### config.mk
export PLATFORM = sky130hd
export DESIGN_NAME = lock_controller_flat
export DESIGN_NICKNAME = d
export VERILOG_FILES = /design/src/rtl/lock_controller_if.sv /design/src/rtl/lock_controller.sv /design/src/flat_wrapper.sv
export SDC_FILE = /design/constraint.sdc
export NUM_CORES = 1
export LEC_CHECK = 0
export BUFFER_PORTS_ARGS = -buffer_cell sky130_fd_sc_hd__buf_2
export CORE_ASPECT_RATIO = 1.2
export CORE_UTILIZATION = 60
export CTS_BUF_LIST = sky130_fd_sc_hd__clkbuf_8
export DETAILED_ROUTE_END_ITERATION = 6
export PLACE_DENSITY = 0.79
export SLEW_MARGIN = 25
export SYNTH_ARGS = -nofsm -noshare
export SYNTH_HDL_FRONTEND = slang
export SYNTH_SLANG_ARGS = --single-unit
### constraint.sdc
create_clock -name clock -period 2.8 [get_ports clock]
set_clock_uncertainty 0.2 [all_clocks]
set_input_delay 0.14 -clock clock [delete_from_list [all_inputs] [get_ports clock]]
set_output_delay 0.14 -clock clock [all_outputs]
set_load 0.01 [all_outputs]
### src/rtl/lock_controller_if.sv
// Scanner-facing and lock-output signals of the lock controller, grouped as one bundle.
// The scanner side (master) drives Code/Valid; the controller side (slave) drives the status outputs.
interface lock_controller_if #(
  parameter int PIN_LEN = 4
);
  localparam int CW = $clog2(PIN_LEN + 1);

  // Valid is a level: high for as long as the key is held. There is no ready;
  // the controller treats only the rising edge of Valid as a key event.
  logic [3:0]    Code;
  logic          Valid;
  logic          unlock;
  logic          prog_mode;
  logic          lockout;
  logic          alarm;
  logic          error;
  logic          accept;
  logic [CW-1:0] digit_count;

  modport master (
    output Code, Valid,
    input  unlock, prog_mode, lockout, alarm, error, accept, digit_count
  );

  modport slave (
    input  Code, Valid,
    output unlock, prog_mode, lockout, alarm, error, accept, digit_count
  );
endinterface

### src/rtl/lock_controller.sv
// PIN entry sequencer for the electronic lock: edge-detects key presses, buffers digits,
// checks them against a programmable stored code and drives unlock/lockout/alarm.
module lock_controller #(
  parameter int                   PIN_LEN        = 4,
  parameter logic [4*PIN_LEN-1:0] DEFAULT_PIN    = 16'h1234,
  parameter int                   MAX_TRIES      = 3,
  parameter int                   UNLOCK_CYCLES  = 8,
  parameter int                   LOCKOUT_CYCLES = 16
) (
  input  logic               clock,
  input  logic               reset,
  lock_controller_if.slave   bus,
  output logic [1:0]         state_o
);
  localparam int BW   = 4 * PIN_LEN;
  localparam int CW   = $clog2(PIN_LEN + 1);
  localparam int TRW  = $clog2(MAX_TRIES + 1);
  localparam int TMAX = (LOCKOUT_CYCLES > UNLOCK_CYCLES) ? LOCKOUT_CYCLES : UNLOCK_CYCLES;
  localparam int TW   = $clog2(TMAX + 1);

  typedef enum logic [1:0] {S_IDLE, S_OPEN, S_PROG, S_LOCKOUT} state_t;

  state_t         state_q;
  logic           valid_q;
  logic [BW-1:0]  stored_q;
  logic [BW-1:0]  buf_q;
  logic [CW-1:0]  count_q;
  logic [TRW-1:0] tries_q;
  logic [TW-1:0]  timer_q;
  logic           unlock_q, prog_q, lock_q, error_q, accept_q;

  logic          key_evt, is_digit, is_star, is_hash, full, timer_exp;
  logic [BW-1:0] buf_shift;

  assign key_evt   = bus.Valid & ~valid_q;
  assign is_digit  = (bus.Code <= 4'd9);
  assign is_star   = (bus.Code == 4'd10);
  assign is_hash   = (bus.Code == 4'd11);
  assign full      = (count_q == CW'(PIN_LEN));
  assign buf_shift = {buf_q[BW-5:0], bus.Code};
  // The timer counts the remaining cycles of the current window; the last one is 1.
  assign timer_exp = (timer_q <= TW'(1));

  always_ff @(posedge clock) begin
    if (reset) begin
      state_q  <= S_IDLE;
      valid_q  <= 1'b1;
      stored_q <= DEFAULT_PIN;
      buf_q    <= '0;
      count_q  <= '0;
      tries_q  <= '0;
      timer_q  <= '0;
      unlock_q <= 1'b0;
      prog_q   <= 1'b0;
      lock_q   <= 1'b0;
      error_q  <= 1'b0;
      accept_q <= 1'b0;
    end else begin
      valid_q  <= bus.Valid;
      error_q  <= 1'b0;
      accept_q <= 1'b0;
      case (state_q)
        S_IDLE: begin
          if (key_evt) begin
            if (is_digit && !full) begin
              buf_q   <= buf_shift;
              count_q <= count_q + CW'(1);
            end else if (is_star) begin
              buf_q   <= '0;
              count_q <= '0;
            end else if (is_hash) begin
              buf_q   <= '0;
              count_q <= '0;
              if (full && buf_q == stored_q) begin
                state_q  <= S_OPEN;
                unlock_q <= 1'b1;
                tries_q  <= '0;
                timer_q  <= TW'(UNLOCK_CYCLES);
              end else begin
                error_q <= 1'b1;
                tries_q <= tries_q + TRW'(1);
                if (tries_q == TRW'(MAX_TRIES - 1)) begin
                  state_q <= S_LOCKOUT;
                  lock_q  <= 1'b1;
                  timer_q <= TW'(LOCKOUT_CYCLES);
                end
              end
            end
          end
        end
        S_OPEN: begin
          if (key_evt && is_hash) begin
            state_q  <= S_IDLE;
            unlock_q <= 1'b0;
            timer_q  <= '0;
          end else if (key_evt && is_star) begin
            state_q  <= S_PROG;
            unlock_q <= 1'b0;
            prog_q   <= 1'b1;
            timer_q  <= TW'(UNLOCK_CYCLES);
            buf_q    <= '0;
            count_q  <= '0;
          end else if (timer_exp) begin
            state_q  <= S_IDLE;
            unlock_q <= 1'b0;
            timer_q  <= '0;
          end else begin
            timer_q <= timer_q - TW'(1);
          end
        end
        S_PROG: begin
          if (key_evt) begin
            timer_q <= TW'(UNLOCK_CYCLES);
            if (is_digit && !full) begin
              buf_q   <= buf_shift;
              count_q <= count_q + CW'(1);
            end else if (is_star || is_hash) begin
              state_q <= S_IDLE;
              prog_q  <= 1'b0;
              timer_q <= '0;
              buf_q   <= '0;
              count_q <= '0;
              if (is_hash && full) begin
                stored_q <= buf_q;
                accept_q <= 1'b1;
              end else if (is_hash) begin
                error_q <= 1'b1;
              end
            end
          end else if (timer_exp) begin
            state_q <= S_IDLE;
            prog_q  <= 1'b0;
            timer_q <= '0;
            buf_q   <= '0;
            count_q <= '0;
          end else begin
            timer_q <= timer_q - TW'(1);
          end
        end
        S_LOCKOUT: begin
          if (timer_exp) begin
            state_q <= S_IDLE;
            lock_q  <= 1'b0;
            tries_q <= '0;
            timer_q <= '0;
            buf_q   <= '0;
            count_q <= '0;
          end else begin
            timer_q <= timer_q - TW'(1);
          end
        end
        default: state_q <= S_IDLE;
      endcase
    end
  end

  assign bus.unlock      = unlock_q;
  assign bus.prog_mode   = prog_q;
  assign bus.lockout     = lock_q;
  assign bus.alarm       = lock_q;
  assign bus.error       = error_q;
  assign bus.accept      = accept_q;
  assign bus.digit_count = count_q;
  assign state_o         = state_q;
endmodule

### src/flat_wrapper.sv
// flat-port wrapper written by rule: the top's interface ports become plain ports
module lock_controller_flat 
#(
  parameter int                   PIN_LEN        = 4,
  parameter logic [4*PIN_LEN-1:0] DEFAULT_PIN    = 16'h1234,
  parameter int                   MAX_TRIES      = 3,
  parameter int                   UNLOCK_CYCLES  = 8,
  parameter int                   LOCKOUT_CYCLES = 16
)
  (clock, reset, state_o, bus_Code, bus_Valid, bus_unlock, bus_prog_mode, bus_lockout, bus_alarm, bus_error, bus_accept, bus_digit_count);
  lock_controller_if #(.PIN_LEN(PIN_LEN)) bus_i ();
  input  logic clock;
  input  logic reset;
  output logic [1:0] state_o;
  input wire logic [$bits(bus_i.Code)-1:0] bus_Code;
  input wire logic [$bits(bus_i.Valid)-1:0] bus_Valid;
  output wire logic [$bits(bus_i.unlock)-1:0] bus_unlock;
  output wire logic [$bits(bus_i.prog_mode)-1:0] bus_prog_mode;
  output wire logic [$bits(bus_i.lockout)-1:0] bus_lockout;
  output wire logic [$bits(bus_i.alarm)-1:0] bus_alarm;
  output wire logic [$bits(bus_i.error)-1:0] bus_error;
  output wire logic [$bits(bus_i.accept)-1:0] bus_accept;
  output wire logic [$bits(bus_i.digit_count)-1:0] bus_digit_count;
  assign bus_i.Code = bus_Code;
  assign bus_i.Valid = bus_Valid;
  assign bus_unlock = bus_i.unlock;
  assign bus_prog_mode = bus_i.prog_mode;
  assign bus_lockout = bus_i.lockout;
  assign bus_alarm = bus_i.alarm;
  assign bus_error = bus_i.error;
  assign bus_accept = bus_i.accept;
  assign bus_digit_count = bus_i.digit_count;
  lock_controller #(.PIN_LEN(PIN_LEN), .DEFAULT_PIN(DEFAULT_PIN), .MAX_TRIES(MAX_TRIES), .UNLOCK_CYCLES(UNLOCK_CYCLES), .LOCKOUT_CYCLES(LOCKOUT_CYCLES)) u_core (.clock(clock), .reset(reset), .bus(bus_i), .state_o(state_o));
endmodule
==> results of run 1 <==
## per-stage QoR
step | cells | power (mW) | util | cell area [µm²]
after floorplan | 271 | 1.53 | - | 2510
after global placement | 332 | 1.63 | 0.654 | 2600
after detailed placement | 332 | 1.65 | 0.654 | 2600
after CTS | 346 | 2.09 | 0.693 | 2750
after global routing | 346 | 2.23 | 0.693 | 2750
final | 346 | 2.08 | 0.693 | 2750
## repair_timing
item,4_1_cts,5_1_grt
buffers inserted,0,0
hold buffers,6,0
hold endpoints to repair,14,0
## per-layer routing
| metal | track usage | vias to the layer above |
|---|---|---|
| met5 | 0 | - |
| met4 | 0.114 | 0 |
| met3 | 0.0567 | 13 |
| met2 | 0.429 | 43 |
| met1 | 0.283 | 940 |
| li1 | - | 995 |
## worst min-delay path: cells and delay by family, from the launching register on
kind | cells | cell delay, ns
DFF | 1 | 0.33
and+or+nand+nor | 1 | 0.05
AOI/OAI and AO/OA | 1 | 0.05
## where the power goes
part           internal, mW  leakage (nW)  switching [mW]
Sequential            0.777         0.405          0.0580
Clock                 0.181        0.0447           0.255
Combinational         0.326         0.800           0.483
Total                  1.28          1.25           0.796
## cell type report
type,instances,area (µm²)
Timing Repair Buffer,27,175
Clock inverter,3,25.0
Sequential cell,50,1000
Clock buffer,5,68.8
Tap cell,54,67.6
Fill cell,349,1220
Multi-Input combinational cell,195,1370
Inverter,12,45.0
## synth_stat cells (all sizes together)
library cell / count
o31ai: 1
xor2: 15
nand3: 7
o21ai: 8
a21o: 2
o2111ai: 1
nor2b: 2
nor4: 3
ha: 10
nor3b: 1
nand2b: 2
nand2: 16
a221o: 1
nor2: 42
a211oi: 3
a22oi: 18
o311ai: 1
nor3: 7
and2: 2
a31o: 2
or4: 2
o21a: 2
dfxtp: 50
a41o: 1
or2: 3
o2111a: 1
mux2: 1
clkinv: 1
a311oi: 1
nand3b: 2
a21oi: 7
mux2i: 20
a221oi: 1
a31oi: 2
buf: 7
o31a: 2
xnor2: 2
clkbuf: 7
o22ai: 1
inv: 11
a2bb2oi: 2
o211ai: 1
## state kept, by name, indices dropped and copies added (netlist names)
register and flops:
u_core.buf_q 16, u_core.bus.accept 1, u_core.bus.alarm 1, u_core.bus.digit_count 3, u_core.bus.error 1, u_core.bus.prog_mode 1, u_core.bus.unlock 1, u_core.state_o 2
u_core.stored_q 16, u_core.timer_q 5, u_core.tries_q 2, u_core.valid_q 1
## worst min path at each step
stage / end / slack [ns] / cells past startpoint
2_1_floorplan: u_core.valid_q / 0.05 / 1
3_3_place_gp: u_core.valid_q / 0.17 / 2
3_5_place_dp: u_core.valid_q / 0.17 / 2
4_1_cts: u_core.tries_q[1] / 0.27 / 2
5_1_grt: u_core.tries_q[1] / 0.31 / 2
6_report: u_core.tries_q[1] / 0.27 / 2
## cell families after synthesis
kind of cell	Yosys count
buffers and inverters	26
AND/OR/NAND/NOR	89
flip-flops	50
AO/OA/AOI/OAI	58
adder cells (fa/ha/maj)	10
XOR/XNOR	17
multiplexers	21
==> flow_metrics.env, run 1 <==
export IMPL_run_status="completed"
export IMPL_num_rows=25
export IMPL_vdd_ir_drop_max_uv=503
export IMPL_crit_path_max_incr_delay_ns=0.59
export IMPL_synthToLayoutAreaGrowth_pct=9.89
export IMPL_cts_max_level=2
export IMPL_clock_tree_from_tritoncts="done"
export IMPL_numCtsBuffers=5
export IMPL_syn_nets=288
export IMPL_critical_path_cell_count=8
export IMPL_setup_repair_after_global_routing_missed_its_margin="no"
export IMPL_arrival_time_of_the_worst_setup_path_ns=2.46
export IMPL_yosys_cell_types_count=57
export IMPL_drt_antenna_violating_nets=0
export IMPL_finalWorstSetupSlack_ns=0.350
export IMPL_grt_antenna_before_repair=0
export IMPL_met3WireLength_um=150
export IMPL_count_of_nets_after_finishing=308
export IMPL_overflow=0
export IMPL_min_delay_start="u_core.tries_q[1]"
export IMPL_clk_path_buf_depth=2
export IMPL_grt_start_max_net_pins=34
export IMPL_maxCapViolCount=0
export IMPL_ys_warnings_count=0
export IMPL_main_combinational_cell_family_by_area_after_synthesis="compound AO/OA/AOI/OAI gates"
export IMPL_max_clk_rate_ghz=0.408
export IMPL_die_area_mm2=0.00444
export IMPL_core_area_mm2=0.00397
export IMPL_synth_top_cell_by_area="dfxtp_1"
export IMPL_final_hold_worst_slack_ns=0.266
export IMPL_crit_required_ns=2.81
export IMPL_globalplace_congestion=0.840
export IMPL_dr_wl_met2_mm=2.47
export IMPL_ys_seq_area_frac=0.399
export IMPL_worst_skew_pair_latency_ns=0.31
export IMPL_fraction_of_the_mapped_netlist_area_in_compound_gates=0.181
export IMPL_cp_end_kind="flop"
export IMPL_post_synth_and_or_nand_nor_area_fraction=0.173
export IMPL_n_antenna_cell=0
export IMPL_layout_common_cells="dfxtp_1 (50), nor2_1 (39), mux2i_1 (20)"
export IMPL_total_negative_setup_slacks_ns=0
export IMPL_final_hold_violation_count=0
export IMPL_r2r_start="u_core.bus.digit_count[0]"
export IMPL_die_height_um=72.8
export IMPL_route_detailed_drc=0
export IMPL_finalSetupViolCount=0
export IMPL_wirelength_met1_mm=2.14
export IMPL_via_per_inst=5.75
export IMPL_dr_pass1_iters=4
export IMPL_synth_area_per_cell_um2=9.25
export IMPL_cts_root_buffer_cell="clkbuf_8"
export IMPL_rr_endpoint="u_core.bus.digit_count[2]"
export IMPL_power_static_leakage_nw=1.25
export IMPL_layout_commonest_cell="dfxtp_1"
export IMPL_syn_inst=271
export IMPL_detail_route_iter0_violations=119
export IMPL_vias_in_the_first_global_route=1818
export IMPL_cts_num_sinks=50
export IMPL_synth_adder_area_share=0.0499
export IMPL_worst_slew_margin_relative_to_its_limit=0.537
export IMPL_post_synth_main_area_contributors="dfxtp_1 (40%), mux2i_1 (8.0%), nor2_1 (5.8%)"
export IMPL_topRoutingLayerUsed="met4"
export IMPL_finalCritPeriodShare=0.875
export IMPL_final_min_clock_period_ns=2.45
export IMPL_vias=1991
export IMPL_ys_seq_elements=50
export IMPL_cp_top_family="compound AO/OA/AOI/OAI gates"
export IMPL_port_buffers=17
export IMPL_grt_util_all_layers=0.248
export IMPL_drt_wl_total_mm=4.88
export IMPL_finalMaxSlewViolations=0
export IMPL_drt_wirelength_per_cell_um=14.1
export IMPL_synth_xor_area_frac=0.0594
export IMPL_criticalPathCategory="in2reg"
export IMPL_area_of_the_mapped_netlist_mm2=0.00251
export IMPL_post_dp_hpwl_mm=3.43
export IMPL_crit_slowest_cell="o311ai_4"
export IMPL_clock_transition_at_the_registers_of_the_reported_paths_ns=0.10
export IMPL_hold_path_class="reg2reg"
export IMPL_critPathBufInv=2
export IMPL_crit_path_cell_trace="dlygate4sd3_1, buf_2, nand3b_2, nor2_2, nand2_2, o311ai_4, a211oi_1, a41o_1"
export IMPL_critical_path_endpoint="u_core.state_o[1]"
export IMPL_design_portCount=18
export IMPL_dieWidth_um=61
export IMPL_worst_max_slew_pin_slew_ns=0.694
export IMPL_muxShareOfSynthArea=0.0844
export IMPL_final_layout_size_suffix_gt1_frac=0.158
export IMPL_power_density_over_the_cells_mw_per_mm2=755
export IMPL_critical_path_startpoint_type="primary input"
export IMPL_synth_top_cell_area_share=0.399
export IMPL_floorplan_initialDensity=0.631
export IMPL_worstPathMaxFanout=12
export IMPL_startpoint="bus_Code[2]"
export IMPL_preCtsSetupSlack_ns=0.365
export IMPL_ctsResizeCount=0
export IMPL_r2r_setup_slack_ns=0.35
export IMPL_timing_reg2reg_worst_path_depth=8
export IMPL_global_route_wire_length_before_repair_mm=8.12
Note: power is estimated with default switching activity, not from simulation.
==> run 2, diff against run 1 <==
--- a/config.mk
+++ b/config.mk
@@ -5,11 +5,13 @@
 export SDC_FILE = /design/constraint.sdc
 export NUM_CORES = 1
 export LEC_CHECK = 0
+export ABC_AREA = 1
 export BUFFER_PORTS_ARGS = -buffer_cell sky130_fd_sc_hd__buf_2
 export CORE_ASPECT_RATIO = 1.2
 export CORE_UTILIZATION = 60
 export CTS_BUF_LIST = sky130_fd_sc_hd__clkbuf_8
 export DETAILED_ROUTE_END_ITERATION = 6
+export HOLD_SLACK_MARGIN = 0.12
 export PLACE_DENSITY = 0.79
 export SLEW_MARGIN = 25
 export SYNTH_ARGS = -nofsm -noshare
==> run 2 against run 1 <==
Effect of this change: die area rose by 9.8%; synthesized area rose by 10%; sequential share of layout area fell by 2.8 points; total power fell by 44%; via count rose by 30%; worst hold slack got worse by 0.012 ns; setup slack improved by 0.046 ns; critical path type is now reg2reg; critical endpoint is now u_core.bus.digit_count[2]; largest cell class unchanged; highest routed layer unchanged.
==> flow_metrics.env, run 2 <==
export IMPL_run_status="completed"
export IMPL_ys_seq_area_frac=0.363
export IMPL_post_synth_main_area_contributors="dfxtp_1 (36%), nand2_1 (17%), a21oi_1 (7.6%)"
export IMPL_internal_power_uw=896
export IMPL_hold_path_class="reg2reg"
export IMPL_cts_max_level=2
export IMPL_post_dp_hpwl_mm=4.43
export IMPL_crit_path_max_incr_delay_ns=0.50
export IMPL_drt_wl_total_mm=6.17
export IMPL_design_portCount=18
export IMPL_finalSetupViolCount=0
export IMPL_min_delay_start="u_core.bus.prog_mode"
export IMPL_yosys_cell_types_count=33
export IMPL_max_clk_rate_ghz=0.416
export IMPL_busiest_layer="met2"
export IMPL_largestRegisters="u_core.buf_q x16, u_core.stored_q x16, u_core.timer_q x5"
export IMPL_r2r_setup_slack_ns=0.40
export IMPL_n_antenna_cell=0
export IMPL_worst_skew_pair_latency_ns=0.31
export IMPL_route_detailed_drc=0
export IMPL_grt_antenna_before_repair=0
export IMPL_drt_wirelength_per_cell_um=12.5
export IMPL_drt_antenna_violating_nets=0
export IMPL_setup_repair_after_global_routing_missed_its_margin="no"
export IMPL_synth_area_per_cell_um2=6.63
export IMPL_grt_start_max_net_pins=31
export IMPL_final_min_clock_period_ns=2.40
export IMPL_final_fill_count=398
export IMPL_crit_required_ns=2.81
export IMPL_worstPathMaxFanout=19
export IMPL_startpoint="u_core.bus.digit_count[0]"
export IMPL_synthFlopType="dfxtp_1"
export IMPL_synthToLayoutAreaGrowth_pct=8.12
export IMPL_worst_slew_margin_relative_to_its_limit=0.386
export IMPL_core_area_mm2=0.00433
export IMPL_finalCritPeriodShare=0.858
export IMPL_netlist_top_cells_count="nand2_1 (128), inv_1 (56), dfxtp_1 (50), a21oi_1 (42), nor2_1 (38)"
export IMPL_maxCapViolCount=0
export IMPL_criticalPathCategory="reg2reg"
export IMPL_gr_met1_demand_resource=0.326
export IMPL_globalplace_congestion=0.854
export IMPL_globalRouteMet3Util=0.0524
export IMPL_total_negative_setup_slacks_ns=0
export IMPL_syn_inst=416
export IMPL_worstHoldPathCells=2
export IMPL_synth_enable_flop_cells=0
export IMPL_arrival_time_of_the_worst_setup_path_ns=2.41
export IMPL_synth_top_cell_area_share=0.363
export IMPL_cp_top_family="simple AND/OR/NAND/NOR gates"
export IMPL_combPwrFrac=0.045
export IMPL_final_layout_size_suffix_gt1_frac=0.0917
export IMPL_global_route_wire_length_before_repair_mm=10.9
export IMPL_synth_async_reset_ratio=0
export IMPL_ys_seq_elements=50
export IMPL_port_buffers=17
export IMPL_switchingPower_uw=272
export IMPL_layout_common_cells="nand2_1 (128), inv_1 (58), dfxtp_1 (50)"
export IMPL_layout_commonest_cell="nand2_1"
export IMPL_cts_root_buffer_cell="clkbuf_8"
export IMPL_dr_pass1_iters=4
export IMPL_clock_transition_at_the_registers_of_the_reported_paths_ns=0.09
export IMPL_clock_tree_from_tritoncts="done"
export IMPL_rr_endpoint="u_core.bus.digit_count[2]"
export IMPL_grt_util_all_layers=0.282
export IMPL_timing_reg2reg_worst_path_depth=11
export IMPL_via_per_inst=5.25
export IMPL_post_cts_setup_buffers=0
export IMPL_power_static_leakage_nw=1.33
export IMPL_syn_nets=433
export IMPL_vias_in_the_first_global_route=2488
export IMPL_use_met2=0.505
export IMPL_ys_warnings_count=0
export IMPL_num_rows=26
export IMPL_die_height_um=76.3
export IMPL_count_of_nets_after_finishing=453
export IMPL_hold_bufs_at_cts=6
export IMPL_cp_end_kind="flop"
export IMPL_power_sequential_fraction=0.613
export IMPL_final_hold_worst_slack_ns=0.253
export IMPL_r2r_start="u_core.bus.digit_count[0]"
export IMPL_cts_num_sinks=50
export IMPL_synth_top_cell_by_area="dfxtp_1"
export IMPL_final_hold_violation_count=0
export IMPL_overflow=0
export IMPL_die_area_mm2=0.00487
export IMPL_crit_slowest_cell="or2_1"
export IMPL_synth_most_common_cell="nand2_1"
export IMPL_critical_path_startpoint_type="flop"
export IMPL_numCtsBuffers=5
export IMPL_crit_path_cell_trace="inv_1, ha_1, nand2_1, nand3_1, inv_1, o21ai_0, nand2_1, nand2_2, or2_1, o21ai_0, nor2_1"
export IMPL_area_of_the_mapped_netlist_mm2=0.00276
export IMPL_clk_path_buf_depth=2
export IMPL_vdd_ir_drop_max_uv=338
export IMPL_worst_max_slew_pin_slew_ns=0.920
export IMPL_floorplan_initialDensity=0.638
export IMPL_critPathBufInv=2
export IMPL_vias=2584
export IMPL_min_to="u_core.bus.prog_mode"
export IMPL_layout_core_utilization=0.689
export IMPL_fraction_of_power_spent_switching_nets=0.233
export IMPL_dieWidth_um=63.9
export IMPL_design_power_total_mw=1.17
export IMPL_power_clock_fraction=0.342
export IMPL_ctsResizeCount=0
export IMPL_finalMaxSlewViolations=0
export IMPL_power_density_over_the_cells_mw_per_mm2=392
export IMPL_detail_route_iter0_violations=157
run 2: changes by cell type after synthesis, sizes merged, moves of 9 or more:
| cell | delta |
|---|---|
| xor2 | -14 |
| nand3 | +12 |
| a21oi | +36 |
| inv | +48 |
| nand2 | +115 |
| nand4 | +9 |
| mux2i | -20 |
| o21ai | +13 |
| a22oi | -18 |
run 2: cell families after synthesis:
| kind of cell | count (synthesis) | synth area share |
|---|---|---|
| XOR/XNOR | 3 | 0.00953 |
| AO/OA/AOI/OAI | 73 | 0.143 |
| adder cells (fa/ha/maj) | 10 | 0.0454 |
| buffers and inverters | 71 | 0.110 |
| flip-flops | 50 | 0.363 |
| AND/OR/NAND/NOR | 209 | 0.329 |
run 2: layer usage:
| layer | vias up | wire, µm |
|---|---|---|
| met5 | - | 0 |
| met4 | 0 | 117 |
| met3 | 13 | 189 |
| met2 | 40 | 3220 |
| met1 | 1175 | 2650 |
| li1 | 1356 | - |
run 2: worst min-delay path, stage by stage (launching register included):
cell,delay [ns]
dfxtp_1,0.32
inv_1,0.05
a21oi_1,0.05
run 2: stage by stage:
stage	cells	area (µm²)	setup slack, ns
after floorplan	416	2760	0.787
after CTS	492	2980	0.506
final	492	2980	0.396
after global placement	479	2850	0.529
after global routing	492	2980	0.218
after detailed placement	479	2850	0.519
run 2: layout make-up:
cell class	instances	area, µm²	area share
Clock buffer	5	68.8	0.0231
Clock inverter	2	7.51	0.00252
Inverter	59	221	0.0742
Multi-Input combinational cell	295	1450	0.487
Sequential cell	50	1000	0.336
Tap cell	56	70.1	0.0235
Timing Repair Buffer	25	160	0.0537
run 2: power by group through the flow:
stage	combinational [mW]	sequential, mW	clock [mW]
after global placement	0.0455	0.733	0
after global routing	0.0589	0.717	0.435
after CTS	0.0524	0.716	0.403
final	0.0529	0.716	0.399
after floorplan	0.0342	0.732	0
after detailed placement	0.0457	0.733	0
run 2: how the worst max path moves through the flow:
stage | endpoint | slack, ns | cells past startpoint
2_1_floorplan | u_core.buf_q[0] | 0.79 | 13
3_3_place_gp | u_core.bus.digit_count[2] | 0.53 | 11
3_5_place_dp | u_core.bus.digit_count[2] | 0.52 | 11
4_1_cts | u_core.bus.digit_count[2] | 0.51 | 11
5_1_grt | u_core.buf_q[5] | 0.22 | 11
6_report | u_core.bus.digit_count[2] | 0.40 | 11
